File: src/rtl/ctrl_wb_pipe.sv
// ---------------------------------------------------------------------------
// ctrl_wb_pipe
//   Back-end control pipeline, E through W, for a classic five-stage MIPS-like
//   core. The instruction sitting in D is decoded into a small control record
//   {we, waddr, wdsel, tnew}. That record then moves through STAGES registers.
//   The last register drives register-file write-back. Every stage's record is
//   exported, and a combinational RAW stall request is computed from the
//   in-flight records against the two source registers queried by D.
//
// Parameters
//   STAGES  stages after D (0=E, 1=M, ..., STAGES-1=W), legal range 2..6
//   AW      register address width
//   TW      Tnew/Tuse field width
//
// Ports
//   clk, rst_n                 rising-edge clock, async active-low reset
//   d_valid, d_op, d_func,     instruction currently held in D
//   d_rt, d_rd
//   stall                      bubble into stage 0, later stages advance
//   hold                       freeze every stage (also masks stall)
//   flush                      clear every stage to a bubble (beats hold)
//   q_rs, q_rt                 source registers read by the D instruction
//   q_tuse_rs, q_tuse_rt       cycles until D needs each source
//   st_we/st_waddr/st_wdsel/   packed per-stage records, stage i at slice i
//   st_tnew
//   rf_we/rf_waddr/rf_wdsel    copy of the last stage, for RF write-back
//   stall_req                  RAW hazard request, purely combinational
// ---------------------------------------------------------------------------
module ctrl_wb_pipe #(
  parameter int STAGES = 3,
  parameter int AW     = 5,
  parameter int TW     = 2
) (
  input  logic                   clk,
  input  logic                   rst_n,
  input  logic                   d_valid,
  input  logic [5:0]             d_op,
  input  logic [5:0]             d_func,
  input  logic [AW-1:0]          d_rt,
  input  logic [AW-1:0]          d_rd,
  input  logic                   stall,
  input  logic                   hold,
  input  logic                   flush,
  input  logic [AW-1:0]          q_rs,
  input  logic [AW-1:0]          q_rt,
  input  logic [TW-1:0]          q_tuse_rs,
  input  logic [TW-1:0]          q_tuse_rt,
  output logic [STAGES-1:0]      st_we,
  output logic [STAGES*AW-1:0]   st_waddr,
  output logic [STAGES*2-1:0]    st_wdsel,
  output logic [STAGES*TW-1:0]   st_tnew,
  output logic                   rf_we,
  output logic [AW-1:0]          rf_waddr,
  output logic [1:0]             rf_wdsel,
  output logic                   stall_req
);

  // Opcode / funct values recognised by the decoder.
  localparam logic [5:0] OP_RTYPE = 6'h00;
  localparam logic [5:0] FN_ADDU  = 6'h21;
  localparam logic [5:0] FN_SUBU  = 6'h23;
  localparam logic [5:0] OP_ORI   = 6'h0d;
  localparam logic [5:0] OP_LUI   = 6'h0f;
  localparam logic [5:0] OP_LW    = 6'h23;
  localparam logic [5:0] OP_JAL   = 6'h03;

  // Write-data source select.
  localparam logic [1:0] WD_ALU = 2'b00;
  localparam logic [1:0] WD_DM  = 2'b01;
  localparam logic [1:0] WD_PC4 = 2'b10;

  localparam logic [TW-1:0] TNEW_ALU = TW'(1);
  localparam logic [TW-1:0] TNEW_DM  = TW'(2);
  localparam logic [TW-1:0] TNEW_PC4 = TW'(0);
  localparam logic [AW-1:0] RA_ADDR  = AW'(31);

  // -------------------------------------------------------------------------
  // Decode of the D-stage instruction
  // -------------------------------------------------------------------------
  logic          dec_hit;
  logic          dec_we;
  logic [AW-1:0] dec_waddr;
  logic [1:0]    dec_wdsel;
  logic [TW-1:0] dec_tnew;

  always_comb begin
    dec_hit   = 1'b0;
    dec_waddr = '0;
    dec_wdsel = WD_ALU;
    dec_tnew  = '0;
    if (d_valid) begin
      case (d_op)
        OP_RTYPE: begin
          if (d_func == FN_ADDU || d_func == FN_SUBU) begin
            dec_hit   = 1'b1;
            dec_waddr = d_rd;
            dec_wdsel = WD_ALU;
            dec_tnew  = TNEW_ALU;
          end
        end
        OP_ORI, OP_LUI: begin
          dec_hit   = 1'b1;
          dec_waddr = d_rt;
          dec_wdsel = WD_ALU;
          dec_tnew  = TNEW_ALU;
        end
        OP_LW: begin
          dec_hit   = 1'b1;
          dec_waddr = d_rt;
          dec_wdsel = WD_DM;
          dec_tnew  = TNEW_DM;
        end
        OP_JAL: begin
          dec_hit   = 1'b1;
          dec_waddr = RA_ADDR;
          dec_wdsel = WD_PC4;
          dec_tnew  = TNEW_PC4;
        end
        default: begin
          dec_hit = 1'b0;
        end
      endcase
    end
  end

  // Writes to $0 are architecturally discarded, so they never count as
  // producers and never reach the register file.
  assign dec_we = dec_hit && (dec_waddr != '0);

  // Saturating decrement: a result that is already available stays at 0.
  function automatic logic [TW-1:0] tnew_dec(input logic [TW-1:0] t);
    return (t == '0) ? '0 : (t - TW'(1));
  endfunction

  // -------------------------------------------------------------------------
  // Stage registers
  // -------------------------------------------------------------------------
  logic          we_q    [STAGES];
  logic [AW-1:0] waddr_q [STAGES];
  logic [1:0]    wdsel_q [STAGES];
  logic [TW-1:0] tnew_q  [STAGES];

  logic          we_d    [STAGES];
  logic [AW-1:0] waddr_d [STAGES];
  logic [1:0]    wdsel_d [STAGES];
  logic [TW-1:0] tnew_d  [STAGES];

  logic [STAGES-1:0] hit_rs;
  logic [STAGES-1:0] hit_rt;

  for (genvar gi = 0; gi < STAGES; gi++) begin : g_stage
    if (gi == 0) begin : g_first
      // Stage 0 takes the decoded record, or a bubble while D is stalled.
      always_comb begin
        we_d[gi]    = we_q[gi];
        waddr_d[gi] = waddr_q[gi];
        wdsel_d[gi] = wdsel_q[gi];
        tnew_d[gi]  = tnew_q[gi];
        if (flush || (!hold && stall)) begin
          we_d[gi]    = 1'b0;
          waddr_d[gi] = '0;
          wdsel_d[gi] = WD_ALU;
          tnew_d[gi]  = '0;
        end else if (!hold) begin
          we_d[gi]    = dec_we;
          waddr_d[gi] = dec_waddr;
          wdsel_d[gi] = dec_wdsel;
          tnew_d[gi]  = dec_tnew;
        end
      end
    end else begin : g_rest
      // Later stages shift forward whenever not held. A stall only blocks D,
      // so a record moving one stage on is one cycle closer to its result and
      // its Tnew drops on every advance.
      always_comb begin
        we_d[gi]    = we_q[gi];
        waddr_d[gi] = waddr_q[gi];
        wdsel_d[gi] = wdsel_q[gi];
        tnew_d[gi]  = tnew_q[gi];
        if (flush) begin
          we_d[gi]    = 1'b0;
          waddr_d[gi] = '0;
          wdsel_d[gi] = WD_ALU;
          tnew_d[gi]  = '0;
        end else if (!hold) begin
          we_d[gi]    = we_q[gi-1];
          waddr_d[gi] = waddr_q[gi-1];
          wdsel_d[gi] = wdsel_q[gi-1];
          tnew_d[gi]  = tnew_dec(tnew_q[gi-1]);
        end
      end
    end

    always_ff @(posedge clk or negedge rst_n) begin
      if (!rst_n) begin
        we_q[gi]    <= 1'b0;
        waddr_q[gi] <= '0;
        wdsel_q[gi] <= WD_ALU;
        tnew_q[gi]  <= '0;
      end else begin
        we_q[gi]    <= we_d[gi];
        waddr_q[gi] <= waddr_d[gi];
        wdsel_q[gi] <= wdsel_d[gi];
        tnew_q[gi]  <= tnew_d[gi];
      end
    end

    // Export the packed per-stage view.
    assign st_we[gi]              = we_q[gi];
    assign st_waddr[gi*AW +: AW]  = waddr_q[gi];
    assign st_wdsel[gi*2 +: 2]    = wdsel_q[gi];
    assign st_tnew[gi*TW +: TW]   = tnew_q[gi];

    // RAW hazard: this stage will write a register that D reads before the
    // value can be forwarded (its result arrives later than D needs it).
    assign hit_rs[gi] = we_q[gi] && (waddr_q[gi] == q_rs) && (q_rs != '0)
                        && (tnew_q[gi] > q_tuse_rs);
    assign hit_rt[gi] = we_q[gi] && (waddr_q[gi] == q_rt) && (q_rt != '0)
                        && (tnew_q[gi] > q_tuse_rt);
  end

  assign stall_req = |(hit_rs | hit_rt);

  // -------------------------------------------------------------------------
  // Register-file write-back from the last stage
  // -------------------------------------------------------------------------
  assign rf_we    = we_q[STAGES-1];
  assign rf_waddr = waddr_q[STAGES-1];
  assign rf_wdsel = wdsel_q[STAGES-1];

endmodule

File: config.mk
export PLATFORM = sky130hd
export DESIGN_NAME = ctrl_wb_pipe
export DESIGN_NICKNAME = d
export VERILOG_FILES = /design/src/rtl/ctrl_wb_pipe.sv
export SDC_FILE = /design/constraint.sdc
export NUM_CORES = 1
export LEC_CHECK = 0
export CORE_ASPECT_RATIO = 0.9
export CORE_UTILIZATION = 44
export DETAILED_ROUTE_END_ITERATION = 8
export PLACE_DENSITY = 0.8
export SYNTH_ARGS = -nofsm -noshare
export SYNTH_HDL_FRONTEND = slang
export SYNTH_SLANG_ARGS = --single-unit
File: constraint.sdc
create_clock -name clk -period 1.7 [get_ports clk]
set_input_delay 0.34 -clock clk [delete_from_list [all_inputs] [get_ports clk]]
set_output_delay 0.34 -clock clk [all_outputs]
set_load 0.1 [all_outputs]
==> flow_summary.json <==
{
  "status": "complete, but fails checks",
  "violations": "setup timing",
  "clockBufferDepth": 2,
  "syn_nets": 278,
  "drcViolationCount": 0,
  "die_x_um": 74.9,
  "final_util_pct": 94.5,
  "wl_per_cell_um": 25.7,
  "leakage_uw": 0.00189,
  "fin_crit_ps": 2730,
  "peakVddDrop_mv": 0.605,
  "post-route-period-util_pct": 161,
  "grt_max_degree": 31,
  "antenna_found_initial": 0,
  "grt_overflow_total": 0,
  "firstDrtPassIters": 5,
  "fillers": 121,
  "hold_violations": 0,
  "h-tree-depth": 2,
  "synth-seq-area-share_pct": 35.7,
  "yosys_warnings": 0,
  "cts_hold_buf": 0,
  "synth-xor-area-share_pct": 12.5,
  "num-nets-final": 405,
  "first_iter_violations": 330,
  "synth_edf_count": 0,
  "fin_skew_ps": 5.50,
  "routed_wl_mm": 10.7,
  "yosys.area_share.simple_pct": 19.8,
  "power.internal_uw": 1540,
  "synthArstFlopShare_pct": 100,
  "synth_compound_area_share_pct": 11.6,
  "numCtsBuffers": 5,
  "area_growth_pct": 103,
  "worst_slew_pin_slew_ps": 673,
  "hpwl_mm": 5.77,
  "initial_core_util_pct": 46.6,
  "path_clk_slew_ps": 70,
  "rsz0062_at_grt": "yes",
  "critPathArrivalTime_ps": 2390,
  "final-setup-viol-count": 1,
  "slew_violations": 0,
  "grt_pass1_wl_mm": 13.6,
  "timing.fmax_mhz": 366,
  "place_ws_ps": -796,
  "vias": 2558,
  "avgViaCountPerCell": 6.18,
  "muxShareOfSynthArea_pct": 7.61,
  "die_area_sq_um": 5060,
  "ant_nets": 0,
  "hold_slack_ps": 446,
  "n_antenna_cell": 0,
  "power.switching_uw": 545,
  "switching_share_pct": 26.2,
  "gp_congestion": 0.979,
  "ff2ff_path_depth": 5,
  "worstHoldPathType": "in -> async",
  "synth_ff_type": "dfrtp_1",
  "synth_top_family_by_area": "simple AND/OR/NAND/NOR gates",
  "drive_above_1_share_pct": 48.9,
  "die_y_um": 67.6,
  "worst-path-max-fanout": 2,
  "powerDensity_nw_per_um2": 488,
  "maxSlewHeadroom_pct": 55.1,
  "worstSkewPairLatency_ps": 300,
  "pwr-share-clk_pct": 46.0,
  "cp.required_ps": 1360,
  "grt_util_all_layers_pct": 38.7,
  "start_kind": "flop",
  "synth_cell_types": 38,
  "sequentialPowerShare_pct": 34.3,
  "critPathKind": "reg -> out",
  "p_comb_share_pct": 19.7,
  "io_buffer_count": 79,
  "cts.sinks": 30,
  "yosys.area_share.adder_pct": 7.14,
  "drv_cap": 0,
  "postSynthCellCount": 224,
  "clockRootBuffer": "clkbuf_8",
  "ioPinCount": 81,
  "layout_setup_ws_ps": -1030,
  "endpoint_kind": "output port",
  "grt_pass1_vias": 2455,
  "tritoncts": "yes",
  "ys_ff_latch": 30,
  "syn_area_per_cell_sq_um": 9.39,
  "design.core.area_sq_um": 4520,
  "rows": 23,
  "netlist_area_sq_um": 2100
}
[layout by cell type, fill, tap and decap left out, types with 5 or more instances in the layout]
master and count:
a221o_1 5, a22o_1 7, buf_12 41, buf_4 52
clkbuf_8 6, clkdlybuf4s50_1 25, dfrtp_1 12, dfrtp_2 14
dlymetal6s2s_1 12, ha_4 9, mux2i_1 16, nand2_1 14
nand3_2 5, nor2_1 27, xnor2_1 21, xor2_1 5
[metal layers]
| layer | track usage [%] | vias up | wire [um] |
|---|---|---|---|
| li1 | - | 1039 | - |
| met1 | 43.9 | 1240 | 3810 |
| met2 | 63.3 | 213 | 5070 |
| met3 | 14.0 | 66 | 1070 |
| met4 | 21.0 | 0 | 706 |
| met5 | 0 | - | 0 |
[power by group through the flow]
stage	sequential [uW]	clock, uW	combinational, uW
floorplan	732	0	117
global placement	728	0	321
detailed placement	728	0	333
CTS	714	943	349
global route	714	976	430
finish	714	958	409
[cells by family after synthesis]
logic type / count (synthesis)
buffers and inverters: 23
adder cells (fa/ha/maj): 12
flip-flops: 30
AO/OA/AOI/OAI: 32
XOR/XNOR: 30
multiplexers: 16
AND/OR/NAND/NOR: 81
[worst max-delay path: stages, from the launching register on]
cell	delay, ps
dfrtp_4	490
inv_2	80
buf_6	100
ha_4	110
inv_1	40
a21oi_1	550
nor4_4	100
a41oi_2	260
o221ai_4	160
buf_12	190
[final cells by class]
type	count	area [sq um]	area share [%]
inverters	9	41.3	0.967
clock inverters	2	60.1	1.41
clock buffers	6	82.6	1.93
multi-input cells	171	1580	36.9
repair buffers	134	1650	38.6
flip-flops and latches	30	783	18.3
well taps	62	77.6	1.82
[sequential cells by signal, indices dropped and copies added, names as in the netlist]
register	flops
st_we	2
rf_waddr	5
st_tnew	6
st_waddr	10
rf_we	1
rf_wdsel	2
st_wdsel	4
[per-stage QoR]
| stage | cell area [sq um] | TNS (ps) | std cells | power (uW) |
|---|---|---|---|---|
| global route | 4270 | -1040 | 414 | 2120 |
| global placement | 3820 | -2250 | 405 | 1050 |
| finish | 4270 | -1030 | 414 | 2080 |
| CTS | 4050 | -774 | 413 | 2010 |
| floorplan | 2230 | -640 | 224 | 849 |
| detailed placement | 3820 | -2570 | 405 | 1060 |
[final timing paths]
check                                 start           to  slack (ps)
worst max-delay path             st_tnew[4]    stall_req       -1030
worst min-delay path                  rst_n   st_tnew[4]         450
worst max register to register   st_tnew[3]   st_tnew[5]         530
worst min register to register  st_wdsel[1]  st_wdsel[1]         620
max in group asynchronous             rst_n   st_tnew[1]         920
min in group clk                    d_rt[2]  st_waddr[2]         460
[synthesized netlist by cell type, types with 3 or more instances]
master,count,area (sq um)
nor2_1,30,113
nor2b_1,3,18.8
ha_1,12,150
inv_1,9,33.8
a22oi_1,3,22.5
dfrtp_1,30,751
a22o_1,7,61.3
a221o_1,5,50.1
or4_1,3,22.5
clkbuf_1,4,15.0
nand3_1,8,40.0
a21oi_1,6,30.0
nor3_1,6,30.0
mux2i_1,16,160
nand2_1,17,63.8
buf_4,8,60.1
xor2_1,5,43.8
nor4_1,3,18.8
xnor2_1,25,219
[timing repair]
action | CTS | global route
resized for setup | 16 | 46
setup endpoints to repair | 1 | 4
buffers inserted | 0 | 1
pin swaps | 11 | 23
(Power assumes the default switching activity.)
